===== src/rtl/ws2812_window_decoder.sv =====
// WS2812 line decoder: synchronise, time high/low intervals with one counter, classify against windows.
// Define WS2812_DECODER_LOWCHECK_EN to defer bits to the end of their period and check the total period.
module ws2812_window_decoder #(
  parameter int unsigned CNT_W         = 12,
  parameter int unsigned SYNC_STAGES   = 2,
  parameter int unsigned T0H_MIN       = 10,
  parameter int unsigned T0H_MAX       = 30,
  parameter int unsigned T1H_MIN       = 31,
  parameter int unsigned T1H_MAX       = 50,
  parameter int unsigned TBIT_MIN      = 50,
  parameter int unsigned TBIT_MAX      = 80,
  parameter int unsigned TRESET_CYCLES = 2500
) (
  input  logic       i_clk,
  input  logic       i_reset_n,
  input  logic       i_din,
  output logic       o_bit,
  output logic       o_bit_valid,
  output logic       o_err,
  output logic [1:0] o_err_code,
  output logic       o_treset,
  output logic       o_idle
);

  localparam int unsigned CNT_SAT = (32'd1 << CNT_W) - 32'd1;

  localparam logic [CNT_W-1:0] T0H_MIN_C  = CNT_W'(T0H_MIN);
  localparam logic [CNT_W-1:0] T0H_MAX_C  = CNT_W'(T0H_MAX);
  localparam logic [CNT_W-1:0] T1H_MIN_C  = CNT_W'(T1H_MIN);
  localparam logic [CNT_W-1:0] T1H_MAX_C  = CNT_W'(T1H_MAX);
  localparam logic [CNT_W-1:0] TRESET_C   = CNT_W'(TRESET_CYCLES);
  localparam logic [CNT_W-1:0] CNT_ONE    = CNT_W'(1);

  localparam logic [1:0] ERR_HIGH_WIN = 2'b01;
  localparam logic [1:0] ERR_STUCK    = 2'b10;
`ifdef WS2812_DECODER_LOWCHECK_EN
  localparam int unsigned       SUM_W      = CNT_W + 1;
  localparam logic [SUM_W-1:0]  TBIT_MIN_C = SUM_W'(TBIT_MIN);
  localparam logic [SUM_W-1:0]  TBIT_MAX_C = SUM_W'(TBIT_MAX);
  localparam logic [1:0]        ERR_PERIOD = 2'b11;
`endif

  // Elaboration-time sanity of the timing windows
  if (SYNC_STAGES < 2) begin : g_sync_check
    $error("ws2812_window_decoder: SYNC_STAGES must be >= 2");
  end
  if (!(T0H_MIN <= T0H_MAX && T0H_MAX < T1H_MIN && T1H_MIN <= T1H_MAX &&
        T1H_MAX < TBIT_MAX && TBIT_MIN <= TBIT_MAX && TBIT_MAX < TRESET_CYCLES &&
        TRESET_CYCLES < CNT_SAT)) begin : g_order_check
    $error("ws2812_window_decoder: illegal timing parameter ordering");
  end

  typedef enum logic [1:0] {
    ST_IDLE   = 2'd0,
    ST_HIGH   = 2'd1,
    ST_LOW    = 2'd2,
    ST_RESYNC = 2'd3
  } state_t;

  logic [SYNC_STAGES-1:0] sync_q;
  logic                   s_q;
  logic                   rise_q;
  logic                   fall_q;
  logic [CNT_W-1:0]       cnt;
  state_t                 state;

  logic high_is_zero;
  logic high_is_one;
  logic cnt_at_treset;

`ifdef WS2812_DECODER_LOWCHECK_EN
  logic [CNT_W-1:0] h_len;
  logic             pend_valid;
  logic             pend_bit;
  logic [SUM_W-1:0] bit_period;
  logic             period_ok;
`endif

  // Input synchroniser
  always_ff @(posedge i_clk or negedge i_reset_n) begin
    if (!i_reset_n) begin
      sync_q <= '0;
    end else begin
      sync_q <= {sync_q[SYNC_STAGES-2:0], i_din};
    end
  end

  // Registered edge detector; s_q is the line level aligned with the edge pulses
  always_ff @(posedge i_clk or negedge i_reset_n) begin
    if (!i_reset_n) begin
      s_q    <= 1'b0;
      rise_q <= 1'b0;
      fall_q <= 1'b0;
    end else begin
      s_q    <= sync_q[SYNC_STAGES-1];
      rise_q <= sync_q[SYNC_STAGES-1] & ~s_q;
      fall_q <= ~sync_q[SYNC_STAGES-1] & s_q;
    end
  end

  // Shared interval counter: holds the interval length in the cycle of the terminating edge
  always_ff @(posedge i_clk or negedge i_reset_n) begin
    if (!i_reset_n) begin
      cnt <= '0;
    end else if (rise_q || fall_q) begin
      cnt <= CNT_ONE;
    end else if (cnt != CNT_W'(CNT_SAT)) begin
      cnt <= cnt + CNT_ONE;
    end
  end

  assign high_is_zero  = (cnt >= T0H_MIN_C) && (cnt <= T0H_MAX_C);
  assign high_is_one   = (cnt >= T1H_MIN_C) && (cnt <= T1H_MAX_C);
  assign cnt_at_treset = (cnt == TRESET_C);

`ifdef WS2812_DECODER_LOWCHECK_EN
  // Period sum is one bit wider than the counter so it cannot wrap
  assign bit_period = {1'b0, h_len} + {1'b0, cnt};
  assign period_ok  = (bit_period >= TBIT_MIN_C) && (bit_period <= TBIT_MAX_C);
`endif

  // Decoder FSM with registered pulse outputs
  always_ff @(posedge i_clk or negedge i_reset_n) begin
    if (!i_reset_n) begin
      state       <= ST_IDLE;
      o_bit       <= 1'b0;
      o_bit_valid <= 1'b0;
      o_err       <= 1'b0;
      o_err_code  <= 2'b00;
      o_treset    <= 1'b0;
      o_idle      <= 1'b1;
`ifdef WS2812_DECODER_LOWCHECK_EN
      h_len       <= '0;
      pend_valid  <= 1'b0;
      pend_bit    <= 1'b0;
`endif
    end else begin
      o_bit_valid <= 1'b0;
      o_err       <= 1'b0;
      o_treset    <= 1'b0;

      unique case (state)
        ST_IDLE: begin
          if (rise_q) begin
            state  <= ST_HIGH;
            o_idle <= 1'b0;
          end
        end

        ST_HIGH: begin
          if (fall_q) begin
            state <= ST_LOW;
            if (high_is_one || high_is_zero) begin
`ifdef WS2812_DECODER_LOWCHECK_EN
              pend_valid <= 1'b1;
              pend_bit   <= high_is_one;
              h_len      <= cnt;
`else
              o_bit_valid <= 1'b1;
              o_bit       <= high_is_one;
`endif
            end else begin
              o_err      <= 1'b1;
              o_err_code <= ERR_HIGH_WIN;
`ifdef WS2812_DECODER_LOWCHECK_EN
              pend_valid <= 1'b0;
`endif
            end
          end else if (cnt > T1H_MAX_C) begin
            state      <= ST_RESYNC;
            o_err      <= 1'b1;
            o_err_code <= ERR_STUCK;
          end
        end

        ST_LOW: begin
          if (rise_q) begin
            state <= ST_HIGH;
`ifdef WS2812_DECODER_LOWCHECK_EN
            if (pend_valid) begin
              if (period_ok) begin
                o_bit_valid <= 1'b1;
                o_bit       <= pend_bit;
              end else begin
                o_err      <= 1'b1;
                o_err_code <= ERR_PERIOD;
              end
            end
            pend_valid <= 1'b0;
`endif
          end else if (cnt_at_treset) begin
            state    <= ST_IDLE;
            o_idle   <= 1'b1;
            o_treset <= 1'b1;
`ifdef WS2812_DECODER_LOWCHECK_EN
            // Last bit of the frame has no closing rise; release it with the reset pulse
            if (pend_valid) begin
              o_bit_valid <= 1'b1;
              o_bit       <= pend_bit;
            end
            pend_valid <= 1'b0;
`endif
          end
        end

        ST_RESYNC: begin
          if (!s_q && cnt_at_treset) begin
            state    <= ST_IDLE;
            o_idle   <= 1'b1;
            o_treset <= 1'b1;
          end
        end

        default: begin
          state  <= ST_IDLE;
          o_idle <= 1'b1;
        end
      endcase
    end
  end

endmodule


===== config.mk =====
export PLATFORM = sky130hd
export DESIGN_NAME = ws2812_window_decoder
export DESIGN_NICKNAME = d
export VERILOG_FILES = /design/src/rtl/ws2812_window_decoder.sv
export SDC_FILE = /design/constraint.sdc
export NUM_CORES = 1
export LEC_CHECK = 0
export CORE_MARGIN = 2
export CORE_UTILIZATION = 51
export CTS_CLUSTER_SIZE = 14
export DETAILED_ROUTE_END_ITERATION = 6
export PLACE_DENSITY = 0.71
export SLEW_MARGIN = 20
export SYNTH_ARGS = -nofsm -noshare
export SYNTH_HDL_FRONTEND = slang
export SYNTH_SLANG_ARGS = --single-unit
export TNS_END_PERCENT = 30

===== constraint.sdc =====
create_clock -name i_clk -period 1.6 [get_ports i_clk]
set_input_delay 0.32 -clock i_clk [delete_from_list [all_inputs] [get_ports i_clk]]
set_output_delay 0.32 -clock i_clk [all_outputs]
set_load 0.05 [all_outputs]

==> results.toml <==
[placement]
place_ws_ns = -0.05557
dp.cells = 175
place_congestion = 0.8848
dp_hpwl_um = 1946
place_area_um2 = 1483
port_buffers = 9

[synth]
synth_ff_type = "dfrtp_1"
ys_ff_latch = 26
async_flop_share_pct = 100.0
synth-seq-area-share_pct = 47.58
yosysUniqueCellTypes = 42
yosys_warnings = 0
synth_edf_count = 0
syn-num-nets = 145
syn_inst = 139
synth.avg_cell_area_um2 = 9.857
syn_area_um2 = 1370

[clock_network]
cts_hold_buffers = 0
clockRootBuffer = "clkbuf_4"
clkSinkCount = 26
numCtsBuffers = 3
insertion_delay_ns = 0.33
clk_pin_slew_ns = 0.15
clk_path_buf_depth = 2
cts_tree = "built"
htree_levels = 1

[setup_path]
worstPathArrival_ns = 1.81
critical_path_class = "reg2reg"
required_ns = 1.86
critPathCaptureType = "flip-flop"
reg2reg_setup_slack_ns = 0.06
cp_top_family = "simple AND/OR/NAND/NOR gates"
path_cells = "ha_2, buf_4, and4_4, or3_1, a21oi_1"
cp_slowest_stage_delay_ns = 0.48
rr_endpoint = "cnt[3]$_DFFE_PN0P_"
crit_path_top_delay_cell = "dfrtp_2"
cp-start-kind = "flip-flop"
crit-reg2reg-launch = "cnt[1]$_DFFE_PN0P_"
path_buf_inv = 1
cp-startpoint = "cnt[1]$_DFFE_PN0P_"
reg2regPathDepth = 5
path_max_fanout = 7
cp-endpoint = "cnt[3]$_DFFE_PN0P_"
cp.depth = 5

[floorplan]
start_util_pct = 54.32
die_w_um = 55.83
ios = 10
die_area_um2 = 3117
coreArea_um2 = 2522
dieHeight_um = 55.83
row_count = 18

[sta]
setup_viol = 0
finalCritPeriodShare_pct = 96.33
grt_setup_unrepaired = "true"
hold_viol = 0
slew_headroom_pct = 78.39
fmax_mhz = 648.8
tightest_slew_ns = 0.3242
fin_ws_ns = 0.05877
slew_viol_final = 0
fin_crit_ns = 1.541
finClkSkew_ns = 0.007615

[drt]
vias_per_cell = 5.945
dr.pass1.iters = 4
wl_per_cell_um = 14.97
antenna_left = 0
dr_total_vias = 1076
drt_iter0_markers = 26
drc = 0
wirelength_um = 2709

[cells_and_area]
final_nets = 158
area_delta_synth_final_pct = 15.43
fin_area_um2 = 1582
drive_gt1_share_pct = 27.15
final_cells = 181
fill_cells = 211
antennaDiodeCount = 0

[power]
power.density_nw_per_um2 = 1030
leakagePower_nw = 0.6937
peakVddDrop_mv = 0.7691
finalPower_mw = 1.629

[grt]
grt_util_all_layers_pct = 18.71
grt_pass1_wl_um = 4712
antenna_found_initial = 0
overflow = 0
grt_max_degree = 27
grt_pass1_vias = 1066

[hold_path]
hold_path.class = "in2async"

[status]
outcome = "finished, final reports clean"

[job]
maxCapViolCount = 0
## cells in the final DEF, fill, tap and decap left out, types with 2 or more instances in the layout
| master | count |
|---|---|
| ha_1 | 2 |
| o211ai_1 | 2 |
| nand2_1 | 11 |
| o31ai_1 | 3 |
| and4_4 | 2 |
| nand3_1 | 4 |
| and3_2 | 3 |
| xnor2_1 | 2 |
| nor3_1 | 4 |
| clkbuf_4 | 3 |
| o31ai_2 | 2 |
| nor2b_1 | 4 |
| dfrtp_2 | 3 |
| clkdlybuf4s50_1 | 2 |
| or3_1 | 2 |
| and2_1 | 2 |
| dfrtp_1 | 22 |
| o21ai_0 | 7 |
| inv_1 | 7 |
| a31oi_1 | 5 |
| nor2_1 | 9 |
| nand4_1 | 6 |
| buf_4 | 15 |
| o311a_1 | 2 |
| a21oi_1 | 4 |
## synthesized netlist by cell type, types with 3 or more instances
library cell / n / area share [%]
ha_1: 3 / 2.7
nor2b_1: 4 / 1.8
a21oi_1: 5 / 1.8
a31oi_1: 5 / 2.3
o31ai_1: 4 / 2.2
inv_1: 7 / 1.9
clkbuf_1: 5 / 1.4
buf_6: 3 / 2.5
nand2_1: 11 / 3.0
o21ai_0: 8 / 2.9
nor3_1: 4 / 1.5
nand4_1: 6 / 2.7
dfrtp_1: 25 / 46
nor2_1: 9 / 2.5
nand3_1: 4 / 1.5
## area by class of cell
cell class                 count  area (um2)  share of cell area (%)
clock inverter                 1       30.03                   1.899
clock buffer                   3       22.52                   1.424
sequential                    26       655.6                   41.46
multi-input combinational     96       656.9                   41.53
timing repair buffer          18       152.6                   9.652
inverter                       7       26.28                   1.661
tap                           30       37.54                   2.373
## metrics by stage
step	setup TNS, ns	hold WS, ns	util, %
2_1_floorplan	0	0.02441	-
3_3_place_gp	0	0.3387	58.78
3_5_place_dp	-0.08504	0.3402	58.78
4_1_cts	0	0.3368	61.01
5_1_grt	-0.03282	0.3637	62.70
6_report	0	0.3300	62.70
## cells by family (layout without fill, tap and decap cells)
| logic type | Yosys count | in the layout | share of synthesized area, % |
|---|---|---|---|
| simple gates | 53 | 53 | 21.55 |
| compound gates | 37 | 37 | 19.63 |
| flops | 26 | 26 | 47.58 |
| buf+inv | 17 | 29 | 6.484 |
| fa+ha+maj | 3 | 3 | 2.740 |
| xor+xnor | 2 | 2 | 1.279 |
| mux | 1 | 1 | 0.7306 |
## worst register-to-register path: stages, from the launching register on
cell and delay, ns:
dfrtp_2 0.48, ha_2 0.19, buf_4 0.15, and4_4 0.17, or3_1 0.34, a21oi_1 0.14
## report_power, final
part           switching [mW]  internal [mW]  total (mW)
clock network           0.204          0.253       0.457
logic                   0.202          0.156       0.357
registers              0.0891          0.726       0.815
total                   0.495           1.13        1.63
## state kept, by name (all words and copies together) (netlist names)
signal,flops
o_treset,1
o_bit,1
o_bit_valid,1
o_err_code,2
fall_q,1
rise_q,1
state,2
o_err,1
o_idle,1
sync_q,2
s_q,1
cnt,12
## repair_timing
item | 4_1_cts | 5_1_grt
setup endpoints to repair | 3 | 10
resized for setup | 1 | 9
buffers inserted | 0 | 2
pin swaps | 0 | 1
## how the worst min path moves through the flow
stage,startpoint,endpoint,slack [ns],cells after the start
final,i_reset_n,cnt[5]$_DFFE_PN0P_,0.33,2
after global routing,i_reset_n,o_bit$_DFFE_PN0P_,0.36,2
after CTS,i_reset_n,o_bit$_DFFE_PN0P_,0.34,2
after detailed placement,sync_q[0]$_DFF_PN0_,sync_q[1]$_DFF_PN0_,0.34,0
after global placement,sync_q[0]$_DFF_PN0_,sync_q[1]$_DFF_PN0_,0.34,0
after floorplan,i_reset_n,cnt[0]$_DFFE_PN0P_,0.02,0
## metal layers
layer	global-route usage, %	vias to the layer above	wire length (um)
met3	2.326	4	134
met5	0	-	0
met2	30.44	29	1250
met1	25.60	509	1280
li1	-	534	-
met4	7.143	0	44
No activity file was read; power rests on OpenSTA's default activity.
